### src/rtl/ddr3_wr_packer_if.sv
// ----------------------------------------------------------------------------
// ddr3_wr_packer_if
//
// Purpose:
//   Bundles the streaming input, the controller write port and the status
//   outputs of ddr3_wr_packer so they can be passed around as one object.
//
// Signals:
//   frame_start  - synchronous frame restart pulse (upstream -> packer)
//   din_valid    - input word valid                (upstream -> packer)
//   din          - input word, IN_WIDTH bits       (upstream -> packer)
//   din_ready    - packer can accept a word        (packer -> upstream)
//   flush        - pad and commit the partial beat (upstream -> packer)
//   ddr3_wr_req  - a full burst is stored          (packer -> controller)
//   ddr3_wr_ack  - controller consumes one beat    (controller -> packer)
//   ddr3_din     - beat data, OUT_WIDTH bits       (packer -> controller)
//   ddr3_wr_load - write-address reload pulse      (packer -> controller)
//   fifo_level   - beats currently stored          (status)
//   overflow     - sticky drop flag                (status)
//   underflow    - sticky empty-ack flag           (status)
//
// Modports:
//   master - the side that drives the stream and the acks
//   slave  - the packer itself
// ----------------------------------------------------------------------------
interface ddr3_wr_packer_if #(
   parameter int IN_WIDTH   = 16,
   parameter int OUT_WIDTH  = 128,
   parameter int FIFO_DEPTH = 32
);

   localparam int LEVEL_WIDTH = $clog2(FIFO_DEPTH) + 1;

   logic                   frame_start;
   logic                   din_valid;
   logic [IN_WIDTH-1:0]    din;
   logic                   din_ready;
   logic                   flush;
   logic                   ddr3_wr_req;
   logic                   ddr3_wr_ack;
   logic [OUT_WIDTH-1:0]   ddr3_din;
   logic                   ddr3_wr_load;
   logic [LEVEL_WIDTH-1:0] fifo_level;
   logic                   overflow;
   logic                   underflow;

   modport master (
      output frame_start,
      output din_valid,
      output din,
      output flush,
      output ddr3_wr_ack,
      input  din_ready,
      input  ddr3_wr_req,
      input  ddr3_din,
      input  ddr3_wr_load,
      input  fifo_level,
      input  overflow,
      input  underflow
   );

   modport slave (
      input  frame_start,
      input  din_valid,
      input  din,
      input  flush,
      input  ddr3_wr_ack,
      output din_ready,
      output ddr3_wr_req,
      output ddr3_din,
      output ddr3_wr_load,
      output fifo_level,
      output overflow,
      output underflow
   );

endinterface

### src/rtl/ddr3_wr_packer.sv
// ----------------------------------------------------------------------------
// ddr3_wr_packer
//
// Purpose:
//   Write-side feeder for the DDR3 burst controller. Packs IN_WIDTH-bit words
//   into OUT_WIDTH-bit beats (lane 0 in the LSBs), stores the beats in a
//   single-clock FIFO, requests a write once a full burst is stored and hands
//   one beat to the controller per ack, one clock after the ack so it lines up
//   with the controller's write enable.
//
// Ports:
//   clk_ref - the single clock
//   rst     - asynchronous active-high reset
//   bus     - ddr3_wr_packer_if slave modport carrying the input stream,
//             the controller write port and the status flags
//
// Parameters:
//   IN_WIDTH    - input word width
//   OUT_WIDTH   - beat width, a multiple of IN_WIDTH
//   BURST_BEATS - beats per controller burst
//   FIFO_DEPTH  - FIFO depth in beats, a power of two
// ----------------------------------------------------------------------------
module ddr3_wr_packer #(
   parameter int IN_WIDTH    = 16,
   parameter int OUT_WIDTH   = 128,
   parameter int BURST_BEATS = 8,
   parameter int FIFO_DEPTH  = 32
) (
   input logic             clk_ref,
   input logic             rst,
   ddr3_wr_packer_if.slave bus
);

   localparam int LANES       = OUT_WIDTH / IN_WIDTH;
   localparam int LANE_WIDTH  = (LANES > 1) ? $clog2(LANES) : 1;
   localparam int PTR_WIDTH   = $clog2(FIFO_DEPTH);
   localparam int LEVEL_WIDTH = PTR_WIDTH + 1;

   localparam logic [LANE_WIDTH-1:0]  LAST_LANE  = LANE_WIDTH'(LANES - 1);
   localparam logic [LEVEL_WIDTH-1:0] FULL_LEVEL = LEVEL_WIDTH'(FIFO_DEPTH);
   localparam logic [LEVEL_WIDTH-1:0] BURST_LVL  = LEVEL_WIDTH'(BURST_BEATS);

   // Registered state
   logic [LANE_WIDTH-1:0]  lane;
   logic [OUT_WIDTH-1:0]   pack_reg;
   logic [PTR_WIDTH-1:0]   wr_ptr;
   logic [PTR_WIDTH-1:0]   rd_ptr;
   logic [LEVEL_WIDTH-1:0] level;
   logic [OUT_WIDTH-1:0]   dout;
   logic                   wr_req;
   logic                   wr_load;
   logic                   overflow;
   logic                   underflow;
   logic [OUT_WIDTH-1:0]   mem [FIFO_DEPTH];

   // Next-state / control
   logic                   ready;
   logic                   accept;
   logic                   commit;
   logic                   pop;
   logic                   push;
   logic                   drop;
   logic [OUT_WIDTH-1:0]   merged;
   logic [LANE_WIDTH-1:0]  lane_next;
   logic [OUT_WIDTH-1:0]   pack_next;
   logic [LEVEL_WIDTH-1:0] level_next;
   logic                   overflow_next;
   logic                   underflow_next;

   // Ready only blocks the word that would complete a beat while the FIFO is
   // full. It looks at registered state only, so a same-cycle ack does not
   // open it; the upstream side simply retries on the next cycle.
   always_comb begin
      ready = !((lane == LAST_LANE) && (level == FULL_LEVEL));
   end

   // Datapath and control for one clock. The pack register is cleared on
   // every commit, so its unfilled upper lanes are always zero and a flushed
   // beat needs no extra masking. frame_start overrides everything: the FIFO
   // empties, flags clear and an accepted word lands in lane 0 of the new
   // frame. A commit into a full FIFO is still taken when the head is popped
   // in the same cycle, since that pop frees the slot being written.
   always_comb begin
      accept         = bus.din_valid && ready;
      merged         = pack_reg;
      commit         = 1'b0;
      pop            = 1'b0;
      push           = 1'b0;
      drop           = 1'b0;
      lane_next      = lane;
      pack_next      = pack_reg;
      level_next     = level;
      overflow_next  = overflow;
      underflow_next = underflow;

      if (accept) begin
         merged[lane*IN_WIDTH +: IN_WIDTH] = bus.din;
      end

      if (bus.frame_start) begin
         lane_next      = '0;
         pack_next      = '0;
         level_next     = '0;
         overflow_next  = 1'b0;
         underflow_next = 1'b0;
         if (accept) begin
            lane_next                = LANE_WIDTH'(1);
            pack_next[IN_WIDTH-1:0]  = bus.din;
         end
      end else begin
         commit = (accept && (lane == LAST_LANE)) ||
                  (bus.flush && ((lane != '0) || accept));
         pop    = bus.ddr3_wr_ack && (level != '0);
         push   = commit && ((level != FULL_LEVEL) || pop);
         drop   = commit && !push;

         if (commit) begin
            lane_next = '0;
            pack_next = '0;
         end else if (accept) begin
            lane_next = lane + LANE_WIDTH'(1);
            pack_next = merged;
         end

         level_next     = level + LEVEL_WIDTH'(push) - LEVEL_WIDTH'(pop);
         overflow_next  = overflow || (bus.din_valid && !ready) || drop;
         underflow_next = underflow || (bus.ddr3_wr_ack && (level == '0));
      end
   end

   // Control registers. Reset and frame_start both land on the same empty
   // state; the request is computed from the next level so it is already
   // correct in the cycle the level changes.
   always_ff @(posedge clk_ref or posedge rst) begin
      if (rst) begin
         lane      <= '0;
         pack_reg  <= '0;
         wr_ptr    <= '0;
         rd_ptr    <= '0;
         level     <= '0;
         dout      <= '0;
         wr_req    <= 1'b0;
         wr_load   <= 1'b0;
         overflow  <= 1'b0;
         underflow <= 1'b0;
      end else begin
         lane      <= lane_next;
         pack_reg  <= pack_next;
         level     <= level_next;
         overflow  <= overflow_next;
         underflow <= underflow_next;
         wr_load   <= bus.frame_start;
         wr_req    <= (level_next >= BURST_LVL);

         if (bus.frame_start) begin
            wr_ptr <= '0;
            rd_ptr <= '0;
         end else begin
            if (push) begin
               wr_ptr <= wr_ptr + PTR_WIDTH'(1);
            end
            if (pop) begin
               rd_ptr <= rd_ptr + PTR_WIDTH'(1);
               dout   <= mem[rd_ptr];
            end
         end
      end
   end

   // Beat storage. Contents need no reset; pointers decide what is valid.
   // The head is read in the pop cycle before this write lands, so a
   // simultaneous push into the slot being freed is safe.
   always_ff @(posedge clk_ref) begin
      if (push) begin
         mem[wr_ptr] <= merged;
      end
   end

   // Drive the interface from the registered state.
   assign bus.din_ready    = ready;
   assign bus.ddr3_wr_req  = wr_req;
   assign bus.ddr3_din     = dout;
   assign bus.ddr3_wr_load = wr_load;
   assign bus.fifo_level   = level;
   assign bus.overflow     = overflow;
   assign bus.underflow    = underflow;

endmodule
### src/flat_wrapper.sv
// flat-port wrapper written by rule: the top's interface ports become plain ports
module ddr3_wr_packer_flat 
#(
   parameter int IN_WIDTH    = 16,
   parameter int OUT_WIDTH   = 128,
   parameter int BURST_BEATS = 8,
   parameter int FIFO_DEPTH  = 32
)
  (clk_ref, rst, bus_frame_start, bus_din_valid, bus_din, bus_flush, bus_ddr3_wr_ack, bus_din_ready, bus_ddr3_wr_req, bus_ddr3_din, bus_ddr3_wr_load, bus_fifo_level, bus_overflow, bus_underflow);
  ddr3_wr_packer_if #(.IN_WIDTH(IN_WIDTH), .OUT_WIDTH(OUT_WIDTH), .FIFO_DEPTH(FIFO_DEPTH)) bus_i ();
  input logic clk_ref;
  input logic rst;
  input wire logic [$bits(bus_i.frame_start)-1:0] bus_frame_start;
  input wire logic [$bits(bus_i.din_valid)-1:0] bus_din_valid;
  input wire logic [$bits(bus_i.din)-1:0] bus_din;
  input wire logic [$bits(bus_i.flush)-1:0] bus_flush;
  input wire logic [$bits(bus_i.ddr3_wr_ack)-1:0] bus_ddr3_wr_ack;
  output wire logic [$bits(bus_i.din_ready)-1:0] bus_din_ready;
  output wire logic [$bits(bus_i.ddr3_wr_req)-1:0] bus_ddr3_wr_req;
  output wire logic [$bits(bus_i.ddr3_din)-1:0] bus_ddr3_din;
  output wire logic [$bits(bus_i.ddr3_wr_load)-1:0] bus_ddr3_wr_load;
  output wire logic [$bits(bus_i.fifo_level)-1:0] bus_fifo_level;
  output wire logic [$bits(bus_i.overflow)-1:0] bus_overflow;
  output wire logic [$bits(bus_i.underflow)-1:0] bus_underflow;
  assign bus_i.frame_start = bus_frame_start;
  assign bus_i.din_valid = bus_din_valid;
  assign bus_i.din = bus_din;
  assign bus_i.flush = bus_flush;
  assign bus_i.ddr3_wr_ack = bus_ddr3_wr_ack;
  assign bus_din_ready = bus_i.din_ready;
  assign bus_ddr3_wr_req = bus_i.ddr3_wr_req;
  assign bus_ddr3_din = bus_i.ddr3_din;
  assign bus_ddr3_wr_load = bus_i.ddr3_wr_load;
  assign bus_fifo_level = bus_i.fifo_level;
  assign bus_overflow = bus_i.overflow;
  assign bus_underflow = bus_i.underflow;
  ddr3_wr_packer #(.IN_WIDTH(IN_WIDTH), .OUT_WIDTH(OUT_WIDTH), .BURST_BEATS(BURST_BEATS), .FIFO_DEPTH(FIFO_DEPTH)) u_core (.clk_ref(clk_ref), .rst(rst), .bus(bus_i));
endmodule
### config.mk
export PLATFORM = sky130hd
export DESIGN_NAME = ddr3_wr_packer_flat
export DESIGN_NICKNAME = d
export VERILOG_FILES = /design/src/rtl/ddr3_wr_packer_if.sv /design/src/rtl/ddr3_wr_packer.sv /design/src/flat_wrapper.sv
export SDC_FILE = /design/constraint.sdc
export NUM_CORES = 2
export LEC_CHECK = 0
export ABC_AREA = 0
export CAP_MARGIN = 20
export CORE_ASPECT_RATIO = 0.5
export CORE_MARGIN = 1.5
export CORE_UTILIZATION = 56
export DETAILED_ROUTE_END_ITERATION = 16
export PLACE_DENSITY = 0.75
export RECOVER_POWER = 50
export SLEW_MARGIN = 20
export SYNTH_ARGS = -nofsm -noshare
export SYNTH_HDL_FRONTEND = slang
export SYNTH_SLANG_ARGS = --single-unit
export TNS_END_PERCENT = 20
### constraint.sdc
create_clock -name clk_ref -period 7.76 [get_ports clk_ref]
set_input_delay 0.776 -clock clk_ref [delete_from_list [all_inputs] [get_ports clk_ref]]
set_output_delay 0.776 -clock clk_ref [all_outputs]
set_load 0.01 [all_outputs]
## Word-level counts from Yosys, hierarchy flattened

Memories as Yosys holds them, arrays and structs flattened. A register that Yosys moved wholly into a read port is not among the register bits.
Cells that the tools add are included.

| word-level totals | value |
|---|---|
| register bits | 151 |
| memory bits (writable) | 4,096 |
| input bits | 22 |
| output and inout port bits | 139 |
| logic and storage cells | 68 |
| memories | 1 |

Memory list:

| memory | depth | bits a word | read ports | clocked after Yosys merged registers in | write ports | line | RTL |
|---|---|---|---|---|---|---|---|
| u_core.mem | 32 | 128 | 1 | 1 | 1 | ddr3_wr_packer.sv:54 | `logic [OUT_WIDTH-1:0] mem [FIFO_DEPTH];` |

| cells by class | value |
|---|---|
| add/sub/neg operators | 6 |
| order comparisons | 1 |
| equality and inequality tests | 3 |
| shift operators | 2 |
| muxes and demuxes | 21 |
| bitwise logic cells | 1 |
| reduce and logical (&&, ||, !) cells | 24 |

Operators by type and width:

| kind | count |
|---|---|
| $mux 128 | 4 |
| $bwmux 128 | 1 |
| $shift 16x34->128 const A | 1 |
| $shiftx 16x34->128 | 1 |
| $neg 7->34 | 1 |
| $mux 5 | 4 |
| $mux 16 | 1 |
| $add 5x1->5 const B | 2 |
| $logic_and 1x1->1 | 9 |
| $mux 3 | 3 |
| $mux 1 | 7 |
| $add 6x1->6 | 1 |
| $eq 6x6->1 const B | 1 |
| $ge 6x4->1 const B | 1 |
| $logic_not 6->1 | 1 |
| $logic_or 1x1->1 | 6 |
| $mux 6 | 1 |
| $ne 6x6->1 const B | 1 |
| $reduce_bool 3->1 | 2 |
| $reduce_bool 6->1 | 1 |
| $sub 6x1->6 | 1 |
| $reduce_bool 2->1 | 2 |
| $add 3x1->3 const B | 1 |
| $eq 3x3->1 const B | 1 |
| 3 further kinds | 4 |

## Depth between registers and ports, before layout

| depth | value |
|---|---|
| word-level depth | 12 |
| mapped depth | 14 |
| gate-level depth less buffers | 13 |

## Least setup slack after synthesis

Ideal clock, no wire load.

| timing path | value |
|---|---|
| path type | reg-to-reg |
| start | register u_core.lane[0] |
| end | memory u_core.mem[30][0] (enable) |
| setup time | 0.617 ns |
| data arrival time | 7.464 ns |
| data required time | 7.143 ns |
| slack | -0.321 ns |
| cell stages (with the launch flop) | 10 |
| buffers on the path | 1 |
| clock period less this slack | 8.081 ns |
| cells stage by stage | dfrtp_1 buf_2 inv_1 ha_1 ha_1 nor2b_1 inv_1 a211oi_1 nand2_1 nor2_1 |

| on the way | value |
|---|---|
| cells in the longest elaborated chain, start to end | 11 |
| elaborated cells on any way between the ends | 13 |
| classes of those cells | eq/ne: 1; mux: 3; reduce/logical: 9 |

RTL lines:

| item | line | RTL |
|---|---|---|
| start, declared | ddr3_wr_packer.sv:44 | `logic [LANE_WIDTH-1:0] lane;` |
| start signal, assigned | ddr3_wr_packer.sv:147 | `lane <= lane_next;` |
| $eq 3x3->1 | ddr3_wr_packer.sv:74, ddr3_wr_packer.sv:111 |  |
| $logic_and 1x1->1 | ddr3_wr_packer.sv:74 | `ready = !((lane == LAST_LANE) && (level == FULL_LEVEL));` |
| $logic_not 1->1 | ddr3_wr_packer.sv:74 |  |
| $logic_and 1x1->1 | ddr3_wr_packer.sv:84 | `accept = bus.din_valid && ready;` |
| $logic_or 1x1->1 | ddr3_wr_packer.sv:112 | `(bus.flush && ((lane != '0) \|\| accept));` |
| $logic_and 1x1->1 | ddr3_wr_packer.sv:112 |  |
| $logic_or 1x1->1 (*) | ddr3_wr_packer.sv:111 | `commit = (accept && (lane == LAST_LANE)) \|\|` |
| $logic_and 1x1->1 (*) | ddr3_wr_packer.sv:114 | `push = commit && ((level != FULL_LEVEL) \|\| pop);` |
| $mux 1 (*) | ddr3_wr_packer.sv:100 | `if (bus.frame_start) begin` |
| $mux 1 (*) | ddr3_wr_packer.sv:174 | `if (push) begin` |
| $mux 1 (implied by the code) (*) | ddr3_wr_packer.sv:175 | `mem[wr_ptr] <= merged;` |
| end, declared | ddr3_wr_packer.sv:54 |  |

Every way passes the cells marked *; elsewhere a longest branch is shown, timed or not.

## Final worst setup path

| timing path | value |
|---|---|
| start | register u_core.level[2] (netlist: u_core.bus.fifo_level[2]) |
| end | memory u_core.mem[26][33] (data pin) |

| on the way | value |
|---|---|
| cells in the longest elaborated chain, start to end | 5 |

RTL lines:

| item | line | RTL |
|---|---|---|
| start, declared | ddr3_wr_packer.sv:48 | `logic [LEVEL_WIDTH-1:0] level;` |
| start signal, assigned | ddr3_wr_packer.sv:149 | `level <= level_next;` |
| $eq 6x6->1 | ddr3_wr_packer.sv:74 |  |
| $logic_and 1x1->1 | ddr3_wr_packer.sv:74 |  |
| $logic_not 1->1 | ddr3_wr_packer.sv:74 |  |
| $logic_and 1x1->1 | ddr3_wr_packer.sv:84 |  |
| $mux 128 | ddr3_wr_packer.sv:96 | `if (accept) begin` |
| net u_core.merged[33] | ddr3_wr_packer.sv:63 | `logic [OUT_WIDTH-1:0] merged;` |

The timed path passes the listed nets, and every way through them passes these cells.

==> out/qor.txt <==
Outcome -> finished with violations
Failing checks -> max-capacitance violations, max-slew violations
Crit path max-delay family -> buffers and inverters
Cell taking the most area after synthesis -> edfxtp_1
Post-DP HPWL -> 225,000 um
Worst min path class -> input port to async pin
Bufs on Longest Clock Path -> 4
Period utilisation layout -> 0.840
Worst R2R End -> u_core.mem[26][33]
Startpoint type of the worst setup path -> register
EDFF count, synth -> 4,096
YS warnings -> 0
Crit path max-delay cell type -> clkbuf_1
Via count -> 84,400
Synth Flop Type -> edfxtp_1
VDD IR max -> 230 uV
TritonCTS clock tree -> done
Routed WL per cell -> 35.3 um
Final std cells w/o fill -> 12,100
Fin. Hold Viols -> 0
Final setup viols -> 0
Grt ovf -> 0
Iteration-0 DRC Markers -> 13,300
Slew headroom -> -1.67
Max reg flops -> 4,096
CP Cell Sequence -> inv_1 -> ha_1 -> nor4bb_1 -> a211oi_1 -> nand3_1 -> clkbuf_1 -> nand2_1 -> o21ai_2 -> clkbuf_1
DRC viols -> 0
Syn avg cell area -> 21.9 um^2
GRT Total Usage -> 0.284
# clock sinks -> 4,375
Clk_skew -> 0.0517 ns
Most frequent CP cell -> clkbuf_1
CP endpoint kind -> register
Pleak -> 52.6 nW
Largest net degree at the start of global routing -> 156
Number of setup buffers added after CTS -> 0
Achievable frequency -> 0.153 GHz
Share of the synthesized area in the top cell type -> 0.741
Initial antenna violation count -> 32
IO Pins -> 161
Flop2flop setup slack -> 1.24 ns
Post-cts resize count -> 0
PortBufs -> 160
Root buf cell -> clkbuf_16
Most frequent cells in the layout -> edfxtp_1 (4,096), mux4_2 (1,024), clkbuf_16 (376)
Design Area, Final -> 185,000 um^2
Vias in the first global route -> 83,900
Die area -> 300,000 um^2
Pwr dens -> 281 nW/um^2
Async set-reset flop share out of synthesis -> 0.0638
GPL Wtd Cong -> 0.855
Worst r2r src -> u_core.bus.fifo_level[2]
Core area -> 295,000 um^2
Chip Width -> 773 um
Max-cap violations -> 73
Seq/Total Area, Yosys -> 0.783
Max Slew Vio Count -> 2,535
Count of different cell masters after synthesis -> 72
TritonCTS buffer count -> 371
Pre-Repair DR Iteration Count -> 6
# placed instances -> 11,400
Initial Util -> 0.563
CP arrival -> 6.94 ns
Layout overhead on the synthesized area -> 11.6%
WP buf/inv -> 3
CP max FO -> 32
Global-route wire length before repair -> 612,000 um
Post-CTS Hold Buffers -> 0
Post-layout minimum cycle time -> 6.52 ns
Slowest stage delay, CP -> 1.31 ns
Site Rows -> 141
Unrepaired setup endpoints after global routing -> false
Share of cells above drive strength 1 -> 0.219
CTS H-tree lvls -> 5
Kind of critical path -> register to register
Synth Instances -> 7,566
R2r worst-path depth -> 9
FF+latch count, synth -> 4,375
Antenna viol nets, final -> 0
Total Wirelength -> 429,000 um
Insertion delay to the later sink of the worst-skew pair -> 0.91 ns
Die Span Y -> 388 um
Mapped cell area -> 166,000 um^2
Drt via density -> 6.95
Filler cells -> 19,000
Largest cells by area after synthesis -> edfxtp_1 (74%), mux4_2 (14%), dfrtp_1 (4.2%)
Post-placement cell area -> 174,000 um^2
CP required -> 8.18 ns
Hold Slack -> 0.440 ns
Commonest non-fill, non-tap cell in the layout -> edfxtp_1
Worst-margin pin slew -> 4.00 ns
Syn nets -> 7,609
Nets -> 7,924
Clk slew on worst S/H paths -> 0.07 ns
metal layers:
metal	vias up	part of all wire	track usage	wire (um)
met5	-	0.00014	0	60
met4	10	0.034	0.0866	14500
met3	821	0.13	0.0586	53900
met2	6376	0.47	0.437	201000
met1	44700	0.37	0.418	159000
li1	32500	-	-	-
cell type report:
class | instances | area [um^2] | share of cell area
multi-input cells | 2714 | 34200 | 0.185
clock buffers | 504 | 10200 | 0.0551
diodes | 10 | 25.0 | 0.000135
clock inverters | 181 | 1910 | 0.0103
repair buffers | 396 | 3750 | 0.0202
flip-flops and latches | 4375 | 130000 | 0.702
inverters | 23 | 95.1 | 0.000514
well taps | 3932 | 4920 | 0.0266
cells by family after synthesis:
kind of cell / count (synthesis) / synth area share
flops: 4375 / 0.783
xor+xnor: 11 / 0.000581
simple gates: 777 / 0.0226
buf+inv: 477 / 0.0123
mux: 1170 / 0.148
fa+ha+maj: 21 / 0.00163
compound gates: 735 / 0.0316
worst reg2reg max path: stages, from the launching register on:
cell	delay, ns
dfrtp_1	0.40
inv_1	0.09
ha_1	0.20
nor4bb_1	1.26
a211oi_1	0.37
nand3_1	0.18
clkbuf_1	1.31
nand2_1	0.54
o21ai_2	0.36
clkbuf_1	1.31
through the flow:
step	power (mW)	setup WS (ns)	TNS, ns	util
5_1_grt	53.4	1.09	0	0.628
6_report	52.0	1.24	0	0.628
3_3_place_gp	33.8	2.60	0	0.588
4_1_cts	52.3	2.54	0	0.630
3_5_place_dp	33.9	2.62	0	0.589
2_1_floorplan	31.3	-0.321	-1306.15	-
Yosys cell counts, types with 3 or more instances:
cell / number
dfrtp_1: 279
o21ai_1: 28
edfxtp_1: 4096
or3_1: 3
nor3_1: 4
nor2_1: 57
nand3b_1: 4
a32o_1: 40
mux4_2: 1024
a22o_1: 38
a22oi_1: 255
clkbuf_1: 262
nor3_2: 5
and2_1: 23
nor2b_1: 6
or4_1: 3
xnor2_1: 7
nand2_1: 351
o21ai_0: 195
or2_1: 5
inv_1: 21
or2_2: 3
and3_1: 130
buf_2: 165
o2111ai_1: 3
mux2_2: 8
nor2_4: 4
a21oi_1: 25
or2_0: 3
buf_4: 5
nand3_1: 155
ha_1: 20
buf_1: 19
buf_6: 3
mux2_1: 10
mux2i_1: 128
nor2_2: 4
xor2_1: 4
nand2b_1: 3
a221oi_1: 127
power by group:
group	switching [mW]	leakage, nW	internal (mW)
Sequential	0.608	36.2	26.1
Combinational	3.55	10.5	2.98
Clock	8.39	5.88	10.4
Total	12.5	52.6	39.4
worst max-delay path by stage:
stage	endpoint	cells past startpoint	slack [ns]	startpoint
3_5_place_dp	u_core.mem[30][27]	9	2.62	u_core.lane[0]
6_report	u_core.mem[26][33]	9	1.24	u_core.bus.fifo_level[2]
2_1_floorplan	u_core.mem[30][0]	9	-0.32	u_core.lane[0]
5_1_grt	u_core.mem[9][33]	9	1.09	u_core.bus.fifo_level[2]
4_1_cts	u_core.mem[27][27]	9	2.54	u_core.lane[0]
3_3_place_gp	u_core.mem[30][27]	9	2.60	u_core.lane[0]
Power figures use the tool's default switching activity.
